`config.mk`:
```
export PLATFORM = sky130hd
export DESIGN_NAME = ram_hs_bank
export DESIGN_NICKNAME = d
export VERILOG_FILES = /design/src/rtl/ram_pkg.sv /design/src/rtl/ram_core.sv /design/src/rtl/ram_hs_bank.sv
export SDC_FILE = /design/constraint.sdc
export NUM_CORES = 2
export LEC_CHECK = 0
export CAP_MARGIN = 20
export CORE_ASPECT_RATIO = 0.9
export CORE_UTILIZATION = 45
export CTS_CLUSTER_DIAMETER = 80
export CTS_CLUSTER_SIZE = 25
export DETAILED_ROUTE_END_ITERATION = 12
export SYNTH_ARGS = -nofsm -noshare
export SYNTH_HDL_FRONTEND = slang
export SYNTH_SLANG_ARGS = --single-unit
```
`constraint.sdc`:
```
create_clock -name clka -period 3.6 [get_ports clka]
set_clock_uncertainty 0.05 [all_clocks]
set_input_delay 1.08 -clock clka [delete_from_list [all_inputs] [get_ports clka]]
set_output_delay 1.08 -clock clka [all_outputs]
set_load 0.02 [all_outputs]
```
`src/rtl/ram_pkg.sv`:
```
// Shared types and helpers for the handshaked RAM bank.
package ram_pkg;

  typedef enum logic [1:0] {
    ST_IDLE = 2'd0,
    ST_WAIT = 2'd1,
    ST_DONE = 2'd2
  } state_e;

  localparam int CNT_W = 8;

  function automatic int lanes(input int data_w);
    return data_w / 8;
  endfunction

endpackage

```
`src/rtl/ram_core.sv`:
```
// Word storage with per-byte synchronous write and registered read.
module ram_core
  import ram_pkg::*;
#(
  parameter int    DATA_W    = 32,
  parameter int    DEPTH     = 128,
  parameter int    IDX_W     = 7,
  parameter string INIT_FILE = ""
) (
  input  logic                  i_clk,
  input  logic                  i_rst,
  input  logic [DATA_W/8-1:0]   i_we,
  input  logic                  i_re,
  input  logic                  i_rclr,
  input  logic [IDX_W-1:0]      i_addr,
  input  logic [DATA_W-1:0]     i_din,
  output logic [DATA_W-1:0]     o_dout
);

  localparam int NB = lanes(DATA_W);

  logic [DATA_W-1:0] r_mem [DEPTH];
  logic [DATA_W-1:0] r_dout;

  // Storage is deliberately not reset.
  always_ff @(posedge i_clk) begin
    for (int b = 0; b < NB; b++) begin
      if (i_we[b]) r_mem[i_addr][8*b +: 8] <= i_din[8*b +: 8];
    end
  end

  always_ff @(posedge i_clk) begin
    if (i_rst)       r_dout <= '0;
    else if (i_rclr) r_dout <= '0;
    else if (i_re)   r_dout <= r_mem[i_addr];
  end

  assign o_dout = r_dout;

endmodule

```
`src/rtl/ram_hs_bank.sv`:
```
// Request/ack RAM bank: request capture, wait-state counter, range check, single-cycle ack.
module ram_hs_bank
  import ram_pkg::*;
#(
  parameter int    ADDR_W    = 20,
  parameter int    DATA_W    = 32,
  parameter int    DEPTH     = 128,
  parameter int    OUT_W     = 48,
  parameter int    WAIT_CYC  = 0,
  parameter string INIT_FILE = ""
) (
  input  logic                clka,
  input  logic                rst,
  input  logic                req,
  input  logic [ADDR_W-1:0]   addra,
  input  logic [DATA_W/8-1:0] wea,
  input  logic [DATA_W-1:0]   dina,
  output logic [OUT_W-1:0]    douta,
  output logic                ack,
  output logic                busy,
  output logic                err
);

  localparam int NB    = lanes(DATA_W);
  localparam int IDX_W = (DEPTH > 1) ? $clog2(DEPTH) : 1;

  state_e            r_state, w_state_nxt;
  logic [CNT_W-1:0]  r_cnt, w_cnt_nxt;
  logic [ADDR_W-1:0] r_addr;
  logic [NB-1:0]     r_we;
  logic [DATA_W-1:0] r_din;
  logic              r_ack, r_busy, r_err;
  logic              w_accept, w_commit, w_in_range, w_is_wr;
  logic [DATA_W-1:0] w_rdata;

  assign w_accept   = (r_state == ST_IDLE) && req;
  assign w_commit   = (r_state == ST_DONE) && !rst;
  assign w_in_range = {1'b0, r_addr} < (ADDR_W+1)'(DEPTH);
  assign w_is_wr    = |r_we;

  always_comb begin
    w_state_nxt = r_state;
    w_cnt_nxt   = r_cnt;
    case (r_state)
      ST_IDLE: begin
        if (req) begin
          if (WAIT_CYC == 0) begin
            w_state_nxt = ST_DONE;
          end else begin
            w_state_nxt = ST_WAIT;
            w_cnt_nxt   = CNT_W'(WAIT_CYC - 1);
          end
        end
      end
      ST_WAIT: begin
        if (r_cnt == '0) w_state_nxt = ST_DONE;
        else             w_cnt_nxt   = r_cnt - 1'b1;
      end
      ST_DONE: w_state_nxt = ST_IDLE;
      default: w_state_nxt = ST_IDLE;
    endcase
  end

  // busy stays up through the ack cycle; a new accept in IDLE re-raises it seamlessly.
  always_ff @(posedge clka) begin
    if (rst) begin
      r_state <= ST_IDLE;
      r_cnt   <= '0;
      r_addr  <= '0;
      r_we    <= '0;
      r_din   <= '0;
      r_ack   <= 1'b0;
      r_busy  <= 1'b0;
      r_err   <= 1'b0;
    end else begin
      r_state <= w_state_nxt;
      r_cnt   <= w_cnt_nxt;
      if (w_accept) begin
        r_addr <= addra;
        r_we   <= wea;
        r_din  <= dina;
      end
      r_ack  <= w_commit;
      r_busy <= (r_state == ST_IDLE) ? req : 1'b1;
      if (w_commit) r_err <= !w_in_range;
    end
  end

  ram_core #(
    .DATA_W    (DATA_W),
    .DEPTH     (DEPTH),
    .IDX_W     (IDX_W),
    .INIT_FILE (INIT_FILE)
  ) u_core (
    .i_clk  (clka),
    .i_rst  (rst),
    .i_we   (r_we & {NB{w_commit && w_in_range}}),
    .i_re   (w_commit && !w_is_wr && w_in_range),
    .i_rclr (w_commit && !w_is_wr && !w_in_range),
    .i_addr (r_addr[IDX_W-1:0]),
    .i_din  (r_din),
    .o_dout (w_rdata)
  );

  assign douta = OUT_W'(w_rdata);
  assign ack   = r_ack;
  assign busy  = r_busy;
  assign err   = r_err;

endmodule

```
=== Yosys cells after proc, flatten, opt, wreduce, memory -nomap -nowiden ===
Memories as Yosys holds them, arrays and structs flattened. A register that Yosys moved wholly into a read port is not among the register bits.
Cells that the tools add are included.

* Memories: 1
* Output and inout port bits: 51
* Bits in latches: 0
* Bits of input ports: 59
* Register bits: 69
* RAM bits: 4096
* Word-level logic and storage cells: 44
* Bits in read-only memories: 0

{| class="wikitable"
|+ Memory list
! name !! depth !! width !! rd ports !! clocked after Yosys merged registers in !! write ports !! line !! source
|-
| u_core.r_mem || 128 || 32 || 1 || 1 || 1 || ram_core.sv:22 || <nowiki>logic [DATA_W-1:0] r_mem [DEPTH];</nowiki>
|}

* Div/mod/pow operators: 0
* Bitwise operators: 2
* Equality and inequality tests: 4
* Multiply operators: 0
* Add/sub/neg operators: 1
* Order comparisons: 1
* Reduce and logical (&&, ||, !) cells: 15
* Shift-type cells: 0
* Multiplexer cells: 12

{| class="wikitable"
|+ Operators with widths
! cell !! number
|-
| $lt A20 B8 Y1 const B || 1
|-
| $mux W1 || 9
|-
| $logic_not A8 Y1 || 1
|-
| $sub A8 B1 Y8 const B || 1
|-
| $logic_and A1 B1 Y1 || 6
|-
| $and A4 B4 Y4 || 1
|-
| $mux W2 || 2
|-
| $ne A2 B2 Y1 const B || 2
|-
| $pmux W2 S2 || 1
|-
| $reduce_and A2 Y1 || 2
|-
| $reduce_or A4 Y1 || 1
|-
| $logic_not A1 Y1 || 3
|-
| $eq A2 B1 Y1 const B || 1
|-
| $eq A2 B2 Y1 const B || 1
|-
| $logic_not A2 Y1 || 1
|-
| $reduce_or A2 Y1 || 1
|-
| $not A1 Y1 || 1
|}

=== Logic depth before layout (Yosys ltp) ===
* Depth after elaboration: 6
* Mapped depth: 12
* Mapped depth without buffers: 7

=== By module ===
From an unflattened synthesis, not the netlist that was laid out.

* Cell total of the unflattened synthesis: 9212
* Area total of the unflattened synthesis: 162996.3 µm²

{| class="wikitable"
|+ By module, submodules not included
! module !! area an instance (µm²) !! seq. area each (µm²) !! cells an instance !! instances
|-
| ram_core || 160700.4 || 123638.6 || 8927 || 1
|-
| ram_hs_bank || 2296.0 || 1201.2 || 285 || 1
|}

=== Least setup slack after synthesis ===
No wires, ideal clock.

* Kind: input -> register
* Start point: input rst
* End point: memory u_core.r_mem[100][24] (enable)
* Path buffers: 3
* Library setup time: 370 ps
* Stages on the path: 7
* Required time: 3180 ps
* Arrival time: 2594 ps
* Slack: 586 ps
* Cells stage by stage: clkbuf_1 nand2b_1 nor2_1 nand2_1 clkbuf_1 buf_1 nor2_1

* Longest elaborated chain between the ends: 6

{| class="wikitable"
|+ RTL lines
! what !! line !! source
|-
| from (decl) || ram_hs_bank.sv:13 || <nowiki>input logic rst,</nowiki>
|-
| $logic_not A1 Y1 || ram_hs_bank.sv:37 || <nowiki>assign w_commit = (r_state == ST_DONE) && !rst;</nowiki>
|-
| $logic_and A1 B1 Y1 || ram_hs_bank.sv:37 ||
|-
| $logic_and A1 B1 Y1 || ram_hs_bank.sv:97 || <nowiki>.i_we (r_we & {NB{w_commit && w_in_range}}),</nowiki>
|-
| $and A4 B4 Y4 || ram_hs_bank.sv:97 ||
|-
| $mux W1 || ram_core.sv:28 || <nowiki>if (i_we[b]) r_mem[i_addr][8*b +: 8] <= i_din[8*b +: 8];</nowiki>
|-
| $mux W1 (implied by the code) || ram_core.sv:28 ||
|-
| to (decl) || ram_core.sv:22 ||
|}

Every way passes these cells.

=== Worst setup path in the final report ===
* Start point: register u_core.r_dout[3] (netlist: u_core.o_dout[3]) (read register of u_core.r_mem)
* End point: output douta[3]

{| class="wikitable"
|+ RTL lines
! what !! line !! source
|-
| from (decl) || ram_core.sv:23 || <nowiki>logic [DATA_W-1:0] r_dout;</nowiki>
|-
| to (decl) || ram_hs_bank.sv:18 || <nowiki>output logic [OUT_W-1:0] douta,</nowiki>
|}

No word-level cell between the ends.

==> flow_summary.toml <==
[outcome]
outcome = "finished, final reports clean"

[synthesis]
syn_avg_cell_area_um2 = 17.4
synthCells = 9310
synth_edf_count = 4096
ys_ff_latch = 4188
ys_types = 61
ys_warn_count = 0
synth-seq-area-share_pct = 76.9
synth-async-reset-ratio_pct = 0
synthFlopType = "edfxtp_1"
yosysTopAreaCell = "edfxtp_1"
netlist_area_um2 = 162000
synth_top_area_share_pct = 75.7
netlist_top_cells_area = "edfxtp_1 76%, mux2i_1 7.7%, mux4_2 2.7%, o22ai_1 2.1%, a221oi_1 1.7%"

[detailed_routing]
ant_nets = 0
num_vias = 91260
first_pass_iters = 8
drc = 0
vias_per_cell = 6.17
drt-wirelength-per-cell_um = 32.5
routed_wl_um = 480000
drt-initial-drc-count = 12058

[timing]
layout_min_cycle_time_ns = 3.55
post-route-period-util_pct = 98.7
rsz0062_at_grt = "false"
slew_headroom_pct = 21.6
setup_viol = 0
holdWs_ns = 0.417
finalSetupTns_ns = 0
tightest_slew_ns = 1.18
finalHoldViolCount = 0
fmax_mhz = 282
drv_slew = 0

[layout]
final_common_cell = "edfxtp_1"
area_growth_pct = 11.3
fillers = 29031
utilization_pct = 50.5
drive_gt1_share_pct = 15.6
finalNonFillerCells = 14781
mostFrequentLayoutCells = "4096 x edfxtp_1, 1244 x mux2i_1, 893 x buf_4"
layout.nets = 10028

[pwr]
switching_share_pct = 22.3
powerDensity_nw_per_um2 = 470
leakage_nw = 53.3
p_sw_w = 0.0190
power.internal_w = 0.0660
pwr-share-clk_pct = 29.7
combPwrFrac_pct = 6.8
power.share.sequential_pct = 63.5
irDropWorstVdd_v = 0.000445
total_power_w = 0.0850

[setup_path]
crit_arrival_ns = 2.42
startpoint = "u_core.o_dout[3]"
regToRegEndpoint = "u_core.o_dout[30]"
start_kind = "flip-flop"
path_cells = "clkdlybuf4s50_1"
critPathMaxStageDelay_ns = 1.13
reg2reg_slack_ns = 0.09
crit_family = "buffers and inverters"
r2r-start = "r_addr[1]"
path_depth = 1
path_max_fanout = 2
cp-endpoint = "douta[3]"
r2r_cells = 11
critical-path-slowest-cell = "clkdlybuf4s50_1"
endpoint_kind = "output port"
cp.required_ns = 2.47
critPathKind = "flip-flop to output port"
worst-path-buf-inv = 1

[global_route]
overflow = 0
track_usage_pct = 25.7
antenna_found_initial = 24
grt_max_degree = 130
grt_pass1_vias = 88709
grt_pass1_wl_um = 670000

[floorplan]
die_h_um = 572
core_um2 = 358000
row_count = 208
dieArea_um2 = 363000
io_pins = 110
die_x_um = 635
start_util_pct = 45.4

[placement]
gp_congestion = 0.883
place.detailed.hpwl_um = 315000
port_buffers = 93
dpl.cell_count = 14492

[clock_network]
cts_buffers = 195
clockRootBuffer = "clkbuf_16"
clock_sinks = 4188
tritoncts = "done"
worstSkewPairLatency_ns = 0.93
cts.clk_slew.worst_paths_ns = 0.10
postCtsHoldBufs = 0
clock_path_buffers = 4
htreeDepth = 4

[hold_path]
min_path_type = "flip-flop to flip-flop"
min_from = "r_addr[9]"

[job]
max_cap_violations = 0
## power by group through the flow
stage | Combinational (W) | Sequential, W | Clock [W]
2_1_floorplan | 0.00288 | 0.0551 | 0
3_3_place_gp | 0.00553 | 0.0551 | 0
3_5_place_dp | 0.00560 | 0.0551 | 0
4_1_cts | 0.00561 | 0.0540 | 0.0255
5_1_grt | 0.00596 | 0.0540 | 0.0270
6_report | 0.00575 | 0.0540 | 0.0252
## how the worst min path moves through the flow
| stage | to | slack (ns) | cells after the start |
|---|---|---|---|
| 2_1_floorplan | r_addr[17] | 0.39 | 2 |
| 6_report | r_addr[9] | 0.42 | 2 |
| 4_1_cts | r_addr[18] | 0.42 | 2 |
| 5_1_grt | r_addr[9] | 0.43 | 2 |
| 3_3_place_gp | r_addr[10] | 0.39 | 2 |
| 3_5_place_dp | r_addr[18] | 0.40 | 2 |
## final cells by class
class	instances	area [um2]	area share (%)
Inverter	5	30.0	0.0166
Clock buffer	266	5230	2.89
Sequential cell	4188	125000	69.1
Antenna cell	4	10.0	0.00554
Timing Repair Buffer	1104	10000	5.53
Tap cell	4725	5910	3.27
Clock inverter	14	206	0.114
Multi-Input combinational cell	4475	34400	19.0
## layer usage
layer  share of wire, %  vias to the layer above  wire length (um)  track usage [%]
met4                5.4                       18             25900             11.9
met2                 47                     4575            224000             41.4
met5              0.035                        -               167                0
li1                   -                    38480                 -                -
met3                8.2                      775             39200             3.49
met1                 40                    47412            191000             35.1
## cells in the mapped netlist, drive strengths merged, types with 3 or more instances
master and instances:
a221oi 318, o32ai 4, nand4 41, o21ai 444
nand3 29, nand2 335, o22ai 555, clkbuf 246
a22oi 136, a21oi 170, a31oi 17, o2111ai 37
a41oi 14, a221o 52, dfxtp 92, a22o 28
nor4 5, mux4 199, edfxtp 4096, nand2b 8
nor3 7, buf 411, mux2i 1244, or2 3
o211ai 16, mux2 50, nor2 706, inv 4
nor2b 12, and2 5
## kinds of logic after synthesis
logic type	Yosys count	share of synthesized area (%)
AOI/OAI and AO/OA	1806	7.39
buffers and inverters	662	2.11
DFF	4188	76.9
muxes	1493	10.8
other	1	0.00231
and+or+nand+nor	1160	2.85
## sequential cells by signal (all words and copies together), names as in the netlist
name / count
ack: 1
busy: 1
err: 1
r_addr: 20
r_din: 32
r_state: 1
r_we: 4
u_core.o_dout: 32
u_core.r_mem: 4096
## through the flow
step / cell area, um2 / setup slack [ns]
after floorplan: 162000 / 0.586
after global placement: 175000 / 0.181
after detailed placement: 175000 / 0.120
after CTS: 181000 / 0.0116
after global routing: 181000 / 0.00225
final: 181000 / 0.0486
## timing repair
item / CTS / global route
endpoints found under the setup margin: 5 / 1
resized for setup: 5 / 1
setup buffers: 0 / 0
Note: power is estimated with default switching activity, not from simulation.
